===== src/rtl/handshake_master.sv =====
// Upstream feeder: a small FIFO drained through a registered valid/data_out stage.
// Holds each presented word until the downstream stage samples ready.
module handshake_master #(
    parameter int unsigned DW    = 32,
    parameter int unsigned DEPTH = 4,
    parameter int unsigned CW    = 16
) (
    input  logic                       clk,
    input  logic                       rst_n,
    input  logic                       wr_en,
    input  logic [DW-1:0]              wr_data,
    output logic                       full,
    output logic [$clog2(DEPTH):0]     level,
    output logic                       valid,
    input  logic                       ready,
    output logic [DW-1:0]              data_out,
    output logic [CW-1:0]              xfer_cnt,
    output logic                       ovf_err
);

    localparam int unsigned AW = $clog2(DEPTH);
    localparam int unsigned LW = AW + 1;

    logic [DW-1:0] mem [DEPTH];

    logic [AW-1:0] wr_ptr_q, wr_ptr_d;
    logic [AW-1:0] rd_ptr_q, rd_ptr_d;
    logic [LW-1:0] level_q, level_d;
    logic          valid_q, valid_d;
    logic [DW-1:0] data_q, data_d;
    logic [CW-1:0] xfer_q, xfer_d;
    logic          ovf_q, ovf_d;

    logic push;
    logic load;
    logic xfer;

    assign full = (level_q == LW'(DEPTH));
    assign push = wr_en && !full;
    assign load = (!valid_q || ready) && (level_q != '0);
    assign xfer = valid_q && ready;

    always_comb begin
        wr_ptr_d = wr_ptr_q;
        rd_ptr_d = rd_ptr_q;
        valid_d  = valid_q;
        data_d   = data_q;
        xfer_d   = xfer_q;
        ovf_d    = ovf_q;
        level_d  = level_q + LW'(push) - LW'(load);

        if (push) begin
            wr_ptr_d = wr_ptr_q + AW'(1);
        end
        if (wr_en && full) begin
            ovf_d = 1'b1;
        end

        // A pending load refills the output register in the same edge it is accepted.
        if (load) begin
            data_d   = mem[rd_ptr_q];
            valid_d  = 1'b1;
            rd_ptr_d = rd_ptr_q + AW'(1);
        end else if (xfer) begin
            valid_d = 1'b0;
        end

        if (xfer) begin
            xfer_d = xfer_q + CW'(1);
        end
    end

    always_ff @(posedge clk or negedge rst_n) begin
        if (!rst_n) begin
            wr_ptr_q <= '0;
            rd_ptr_q <= '0;
            level_q  <= '0;
            valid_q  <= 1'b0;
            data_q   <= '0;
            xfer_q   <= '0;
            ovf_q    <= 1'b0;
        end else begin
            wr_ptr_q <= wr_ptr_d;
            rd_ptr_q <= rd_ptr_d;
            level_q  <= level_d;
            valid_q  <= valid_d;
            data_q   <= data_d;
            xfer_q   <= xfer_d;
            ovf_q    <= ovf_d;
        end
    end

    // Storage needs no reset: the pointers and level define which entries are live.
    always_ff @(posedge clk) begin
        if (push) begin
            mem[wr_ptr_q] <= wr_data;
        end
    end

    assign level    = level_q;
    assign valid    = valid_q;
    assign data_out = data_q;
    assign xfer_cnt = xfer_q;
    assign ovf_err  = ovf_q;

endmodule


===== config.mk =====
export PLATFORM = sky130hd
export DESIGN_NAME = handshake_master
export DESIGN_NICKNAME = d
export VERILOG_FILES = /design/src/rtl/handshake_master.sv
export SDC_FILE = /design/constraint.sdc
export NUM_CORES = 1
export LEC_CHECK = 0
export CORE_MARGIN = 3
export CORE_UTILIZATION = 40
export DETAILED_ROUTE_END_ITERATION = 7
export PLACE_DENSITY = 0.67
export SYNTH_ARGS = -nofsm -noshare
export SYNTH_HDL_FRONTEND = slang
export SYNTH_SLANG_ARGS = --single-unit

===== constraint.sdc =====
create_clock -name clk -period 3 [get_ports clk]
set_input_delay 0.9 -clock clk [delete_from_list [all_inputs] [get_ports clk]]
set_output_delay 0.9 -clock clk [all_outputs]
set_load 0.02 [all_outputs]

# Yosys cells after proc, flatten, opt, wreduce, memory -nomap -nowiden
# Memories as Yosys holds them, arrays and structs flattened. A register that Yosys moved wholly into a read port is not among the register bits.
# Cells that the tools add are included.
# Widths: inputs -> output; s select.
# totals
regBits	25
latch_bits	0
mem_bits_rw	128
romBits	0
in_bits	36
out_inout_bits	54
wordCells	27
mem_count	1
# classes
addsub	5
mul	0
n_div	0
n_lt_le_gt_ge	0
n_eq_ne	1
n_shift	0
mux	4
bitwise_logic	0
reduce_logical	10
# mem_list
name	words	width	read_ports	rd_clocked_by_memory_dff	write_ports	line_no	text
mem	4	32	1	1	1	24	logic [DW-1:0] mem [DEPTH];
# op_table
cell	count
$add 16x1->16 const B	1
$add 2x1->2 const B	2
$logic_and 1x1->1	4
$mux 1	4
$add 3x1->3	1
$eq 3x3->1 const B	1
$logic_not 1->1	3
$reduce_bool 3->1	1
$sub 3x1->3	1
$reduce_bool 2->1	1
$logic_or 1x1->1	1

# Logic depth before layout (Yosys ltp)
# Gate-level depths: netlist of the first run.
# logic_depth
depth_word	5
mapped_depth	11
ltp_nobuf	10

# Worst setup path after synthesis of the first run
# No wires, ideal clock.
# synth_path
path_kind	reg2reg
from	register level_q[1] (netlist: level[1])
to	register level_q[2] (netlist: level[2])
setup_ns	0.130
arrival_ns	2.578
t_required_ns	2.870
path_slack_ns	0.292
path_stages_with_launch	12
path_buffers	1
period_less_slack_ns	2.708
cell_sequence	dfrtp_1 nor3b_1 nor2b_1 clkbuf_1 inv_1 ha_1 inv_1 ha_1 inv_1 fa_1 xnor2_1 xnor2_1
# synth_between
elab_chain_len	5
word_cells_on_any_way	7
cone_classes	add/sub: 2; eq/ne: 1; reduce/logical: 4
# synth_rtl
item	line_no	text
start: declaration	28	logic [LW-1:0] level_q, level_d;
start signal: assignment	85	level_q <= level_d;
$eq 3x3->1	38	assign full = (level_q == LW'(DEPTH));
via full	12	output logic full,
$logic_not 1->1	39	assign push = wr_en && !full;
$logic_and 1x1->1	39	
$add 3x1->3	50	level_d = level_q + LW'(push) - LW'(load);
$sub 3x1->3	50	
via level_d[2]	28	
# The timed path passes the listed nets, and every way through them passes these cells.
# A chain may end at the register's enable or synchronous reset.

# Final worst setup path of the first run
# layout_path
from	register level_q[1] (netlist: level[1])
to	output port full
# layout_between
elab_chain_len	1
# layout_rtl
item	line_no
$eq 3x3->1	38
end: declaration	12
# No other way between the ends.

==> results of run 1 <==
-- worst max-delay path by stage --
stage / to / cells past startpoint
2_1_floorplan: level[2]$_DFF_PN0_ / 11
3_3_place_gp: level[2]$_DFF_PN0_ / 10
3_5_place_dp: level[2]$_DFF_PN0_ / 10
4_1_cts: full / 2
5_1_grt: full / 2
6_report: full / 2
-- through the flow --
stage	hold slack (ns)	setup WS [ns]
after floorplan	0.565	0.292
after global placement	0.443	0.144
after detailed placement	0.448	0.0535
after CTS	0.463	0.177
after global routing	0.492	0.0940
final	0.458	0.208
-- state kept, by name, indices dropped and copies added (netlist names) --
signal and count:
rd_ptr_q 2, mem 128, xfer_cnt 16, wr_ptr_q 2
data_out 32, valid 1, level 3, ovf_err 1
-- power by group through the flow --
stage               sequential, mW  clock (mW)  combinational [mW]
floorplan                     4.13           0                1.69
global placement              3.98           0                2.92
detailed placement            4.00           0                2.98
CTS                           3.96        2.26                2.98
global route                  4.03        2.36                3.12
finish                        3.94        2.19                2.92
-- layer usage --
layer	vias to the layer above	GRT usage (%)
li1	1530	-
met1	1742	18.0
met2	92	21.5
met3	9	4.23
met4	0	3.98
met5	-	0
-- cell usage after synthesis (2+ instances only) --
library cell  instances  area [sq um]
and2_1                4          25.0
buf_2                 3          15.0
buf_6                 7          78.8
clkbuf_1              2          7.51
dfrtp_1              57          1430
edfxtp_1            128          3840
ha_1                  7          87.6
inv_1                 8          30.0
mux2_2                7          78.8
mux2_4               26           390
mux4_1                4           105
mux4_2               28           631
nand2_1               9          33.8
nand3_1               6          30.0
nand4_1               2          12.5
nor2_1                6          22.5
nor3_1                2          10.0
nor4_4                2          42.5
o21ai_0               2          10.0
xnor2_1              11          96.3
xor2_1                9          78.8
-- kinds of logic after synthesis --
logic type | count (synthesis) | synth area share [%]
flip-flops | 185 | 73.7
multiplexers | 65 | 16.8
AND/OR/NAND/NOR | 36 | 3.22
XOR/XNOR | 20 | 2.45
buffers and inverters | 20 | 1.84
adder cells (fa/ha/maj) | 8 | 1.50
AO/OA/AOI/OAI | 4 | 0.472
-- layout make-up --
cell class | count | area, sq um
Sequential cell | 185 | 5270
Timing Repair Buffer | 103 | 1040
Multi-Input combinational cell | 133 | 1760
Inverter | 8 | 30.0
Clock inverter | 5 | 53.8
Tap cell | 225 | 282
Clock buffer | 27 | 546
Fill cell | 1406 | 8440
-- critical path, cell delays in order, from the launching register on --
cell,delay [ns]
dfrtp_1,0.45
nor3b_1,0.35
clkdlybuf4s50_1,0.67
==> results.tsv, run 1 <==
stage	metric	value	unit
cells_and_area	area_growth	25.6	%
synthesis	synth.net_count	382	
route	routed_via_density	4.92	
clock_network	cts_tree	yes	
grt	grt_overflow	0	
route	vias	3373	
floorplan	die_w	140	um
timing	tightest_slew	0.853	ns
synthesis	yosys_warnings	0	
floorplan	die_y	140	um
hold_path	holdCritPathClass	flop to flop	
power_and_ir_drop	power_leakage	3.33	nW
timing	clock.fmax	358	MHz
clock_network	htree_num_levels	4	
worst_setup_path	worst_setup_path_end_kind	output pin	
power_and_ir_drop	seqPwrFrac	43.5	%
placement	routabilityCongestion	0.705	
worst_setup_path	cp-startpoint	level[1]$_DFF_PN0_	
synthesis	seq_area_frac_synth	73.7	%
clock_network	clockRootBuffer	clkbuf_16	
timing	fin_crit_sh	93.1	%
floorplan	fp-row-count	48	
power_and_ir_drop	p_per_area	1010	mW/mm^2
route	highest_layer	met4	
clock_network	cts_sinks	185	
cells_and_area	n_antenna_cell	0	
worst_setup_path	cp.arrival	1.89	ns
floorplan	dieArea	0.0195	sq mm
cells_and_area	post_route_cells_drive_above_1_share	25.2	%
synthesis	synth-main-ff-cell	edfxtp_1	
timing	fin_crit	2.79	ns
placement	portBuffers	89	
route	wl_met2	6.22	mm
cells_and_area	fin_util	51.6	%
clock_network	worstSkewPairLatency	0.42	ns
clock_network	holdBufCountCts	0	
clock_network	postCtsSetupBuffers	0	
hold_path	hold-path-cell-count	1	
clock_network	clock_path_buffers	2	
placement	placedCellCount	654	
clock_network	path_clk_slew	0.07	ns
power_and_ir_drop	power_frac_clock	24.2	%
power_and_ir_drop	comb_power_share	32.2	%
timing	report.final.hold_viol_count	0	
timing	maxSlewViolCount	0	
cells_and_area	finalNonFillerCells	686	
power_and_ir_drop	p_sw_share	28.7	%
timing	tns	0	ns
placement	postPlaceCellArea	0.00838	sq mm
grt	grt_max_degree	37	
worst_setup_path	required	2.10	ns
power_and_ir_drop	p_total	9.05	mW
power_and_ir_drop	switchingPower	2.60	mW
clock_network	cts-buffers-inserted	17	
grt	grt_pass1_vias	3578	
flow_run	drv_cap	0	
worst_setup_path	rrSetupSlack	0.75	ns
floorplan	start_util	41.1	%
route	first_iter_violations	131	
status	status	finished, final reports clean	
timing	setup_viol	0	
cells_and_area	design_area	0.00898	sq mm
floorplan	core-area	0.0174	sq mm
worst_setup_path	worstSetupPathType	flop to output pin	
worst_setup_path	timing.rr.end	level[2]$_DFF_PN0_	
grt	grt_pass1_wl	20.0	mm
cells_and_area	fin_nets	492	
synthesis	synth_cell_types	29	
timing	slew-limit-headroom	43.1	%
worst_setup_path	rr_startpoint	level[1]$_DFF_PN0_	
route	detail_route.wl_per_cell	18.3	um
synthesis	synthCells	338	
timing	skew	0.00977	ns
cells_and_area	layout_commonest_cell	edfxtp_1	
synthesis	synth_area	0.00715	sq mm
hold_path	whs_endpoint	ovf_err$_DFFE_PN0P_	
grt	antenna_found_initial	0	
synthesis	synth_area_per_cell	21.2	sq um
worst_setup_path	start_kind	flop	
route	firstDrtPassIters	4	
route	wl_met3	546	um
clock_network	cts_resized	0	
power_and_ir_drop	ir_drop	0.679	mV
synthesis	synth_edf_count	128	
worst_setup_path	crit_path_max_fanout	5	
timing	rsz0062_at_grt	false	
synthesis	async_flop_share	30.8	%
grt	grt_use_total	13.5	%
route	ant_nets	0	
floorplan	top_level_ports	90	
route	route.detailed.drc	0	
worst_setup_path	ff2ff_path_depth	10	
route	m1WireLength	5.69	mm
route	wl	12.6	mm
synthesis	synth_seq_cells	185	
hold_path	min_from	ovf_err$_DFFE_PN0P_	
power_and_ir_drop	internal_power	6.45	mW
cells_and_area	final_cell_mix	edfxtp_1 (128), clkdlybuf4s50_1 (88), dfrtp_1 (55)	
placement	hpwl	8.24	mm
Note: power is estimated with default switching activity, not from simulation.
==> run 2, diff against run 1 <==
--- a/config.mk
+++ b/config.mk
@@ -5,6 +5,7 @@
 export SDC_FILE = /design/constraint.sdc
 export NUM_CORES = 1
 export LEC_CHECK = 0
+export CORE_ASPECT_RATIO = 1.5
 export CORE_MARGIN = 3
 export CORE_UTILIZATION = 40
 export DETAILED_ROUTE_END_ITERATION = 7
==> results.tsv, run 2 (same netlist as run 1, synthesis figures left out) <==
stage	metric	value	unit	change
cells_and_area	layout_commonest_cell	edfxtp_1		
clock_network	htree_num_levels	4		unchanged
floorplan	fp-row-count	59		+23%
cells_and_area	design_area	0.00905	sq mm	+0.79%
worst_setup_path	start_kind	flop		
timing	tightest_slew	0.893	ns	+0.0400 ns
timing	fin_crit_sh	94.2	%	+1.1 points
floorplan	top_level_ports	90		unchanged
placement	hpwl	8.41	mm	+2.1%
route	firstDrtPassIters	6		+2
clock_network	cts_tree	yes		
cells_and_area	max_flop_register	mem		
cells_and_area	area_growth	26.6	%	
power_and_ir_drop	power_leakage	3.35	nW	+0.61%
grt	grt_pass1_vias	3734		+4.4%
power_and_ir_drop	p_per_area	1030	mW/mm^2	+2.6%
grt	grt_pass1_wl	20.8	mm	+4.0%
clock_network	holdBufCountCts	0		unchanged
worst_setup_path	crit_chain	nor3b_1, clkdlybuf4s50_1		
worst_setup_path	cp.arrival	1.93	ns	+0.04 ns
worst_setup_path	worstSetupPathType	flop to output pin		
clock_network	postCtsSetupBuffers	0		unchanged
timing	rsz0062_at_grt	false		
clock_network	cts_resized	0		unchanged
grt	grt_overflow	0		unchanged
worst_setup_path	required	2.10	ns	about the same
power_and_ir_drop	ir_drop	0.374	mV	-45%
floorplan	core-area	0.0174	sq mm	about the same
route	routed_via_density	5.12		+4.1%
route	route.detailed.drc	0		unchanged
timing	tns	0	ns	unchanged
worst_setup_path	path_buf_inv	1		unchanged
route	ant_nets	0		unchanged
timing	setup_viol	0		unchanged
worst_setup_path	worst_setup_path_end_kind	output pin		
route	vias	3445		+2.1%
floorplan	die_y	170	um	+22%
hold_path	hold-path-cell-count	1		unchanged
clock_network	worstSkewPairLatency	0.42	ns	about the same
grt	grt_max_degree	35		-5.4%
cells_and_area	fillers	1396		-0.71%
cells_and_area	largest_reg_flops	128		unchanged
worst_setup_path	slowest_delay	0.69	ns	+0.02 ns
cells_and_area	seq_area	0.00527	sq mm	unchanged
route	wl	13.2	mm	+4.6%
grt	antenna_found_initial	0		unchanged
worst_setup_path	cpMaxStageDelayCell	clkdlybuf4s50_1		
clock_network	cts_sinks	185		unchanged
route	first_iter_violations	139		+6.1%
grt	grt_use_total	14.4	%	+0.89 points
hold_path	holdCritPathClass	flop to flop		
timing	skew	0.00695	ns	-0.00282 ns
worst_setup_path	ff2ff_path_depth	10		unchanged
clock_network	cts-buffers-inserted	17		unchanged
timing	holdWs	0.476	ns	+0.0179 ns
clock_network	path_clk_slew	0.07	ns	about the same
clock_network	clock_path_buffers	2		unchanged
timing	slew-limit-headroom	40.4	%	-2.7 points
flow_run	drv_cap	0		unchanged
cells_and_area	multi_input_area	0.00176	sq mm	unchanged
timing	maxSlewViolCount	0		unchanged
cells_and_area	n_antenna_cell	0		unchanged
timing	fin_crit	2.83	ns	+0.0340 ns
placement	postPlaceCellArea	0.00839	sq mm	+0.12%
cells_and_area	final_cell_mix	edfxtp_1 (128), clkdlybuf4s50_1 (88), dfrtp_1 (55)		
placement	portBuffers	89		unchanged
timing	clock.fmax	354	MHz	-1.2%
cells_and_area	fin_nets	492		unchanged
status	status	finished, final reports clean		
clock_network	clockRootBuffer	clkbuf_16		
worst_setup_path	crit_path_max_fanout	4		-1
placement	routabilityCongestion	0.751		+6.5%
cells_and_area	post_route_cells_drive_above_1_share	25.9	%	+0.71 points
worst_setup_path	critical-path-top-delay-family	buffers and inverters		
timing	report.final.hold_viol_count	0		unchanged
floorplan	start_util	41.1	%	about the same
route	detail_route.wl_per_cell	19.6	um	+6.7%
floorplan	die_w	115	um	-18%
floorplan	dieArea	0.0196	sq mm	+0.17%
worst_setup_path	crit_cells	2		unchanged
-- run 2: area by class of cell --
class,instances,area share [%]
Clock buffer,20,5.16
Clock inverter,11,2.14
Inverter,8,0.332
Multi-Input combinational cell,133,19.4
Sequential cell,185,58.2
Tap cell,213,2.94
Timing Repair Buffer,103,11.8
-- run 2: path summary, 6_finish.rpt --
path                                          start                       end  slack [ns]
hold / removal             xfer_cnt[15]$_DFFE_PN0P_  xfer_cnt[15]$_DFFE_PN0P_        0.48
max in group asynchronous                     rst_n  xfer_cnt[13]$_DFFE_PN0P_        1.88
setup / recovery                 level[0]$_DFF_PN0_                      full        0.17
min in group asynchronous                     rst_n  data_out[14]$_DFFE_PN0P_        0.50
setup reg to reg                 level[1]$_DFF_PN0_        level[2]$_DFF_PN0_        0.68
hold reg to reg            xfer_cnt[15]$_DFFE_PN0P_  xfer_cnt[15]$_DFFE_PN0P_        0.48
-- run 2: stage by stage --
step	setup slack, ns	utilization, %	instances	power (mW)
final	0.174	52.0	673	9.37
after global routing	0.111	52.0	673	9.83
after CTS	0.161	52.0	673	9.52
after detailed placement	0.0704	48.2	642	7.05
after global placement	0.110	48.2	642	6.95
after floorplan	0.292	-	338	5.82
-- run 2: report_power, final --
group	leakage [nW]	switching (mW)	internal (mW)
sequential	1.86	0.515	3.45
combinational	1.18	1.26	1.69
clock	0.310	0.903	1.54
total	3.35	2.68	6.69
-- run 2: layer usage --
metal | vias up | global-route usage [%] | routed length (um)
met5 | - | 0 | 0
met4 | 0 | 7.30 | 388
met3 | 26 | 3.21 | 467
met2 | 83 | 25.0 | 7270
met1 | 1806 | 16.5 | 5040
li1 | 1530 | - | -
-- run 2: worst reg2reg max path, stage by stage, from the launching register on --
cell and delay, ns:
dfrtp_1 0.39, buf_4 0.16, nor3_1 0.43, a21oi_4 0.06, ha_1 0.29, inv_1 0.06
ha_1 0.13, inv_1 0.05, fa_1 0.37, xnor2_1 0.18, xnor2_1 0.13
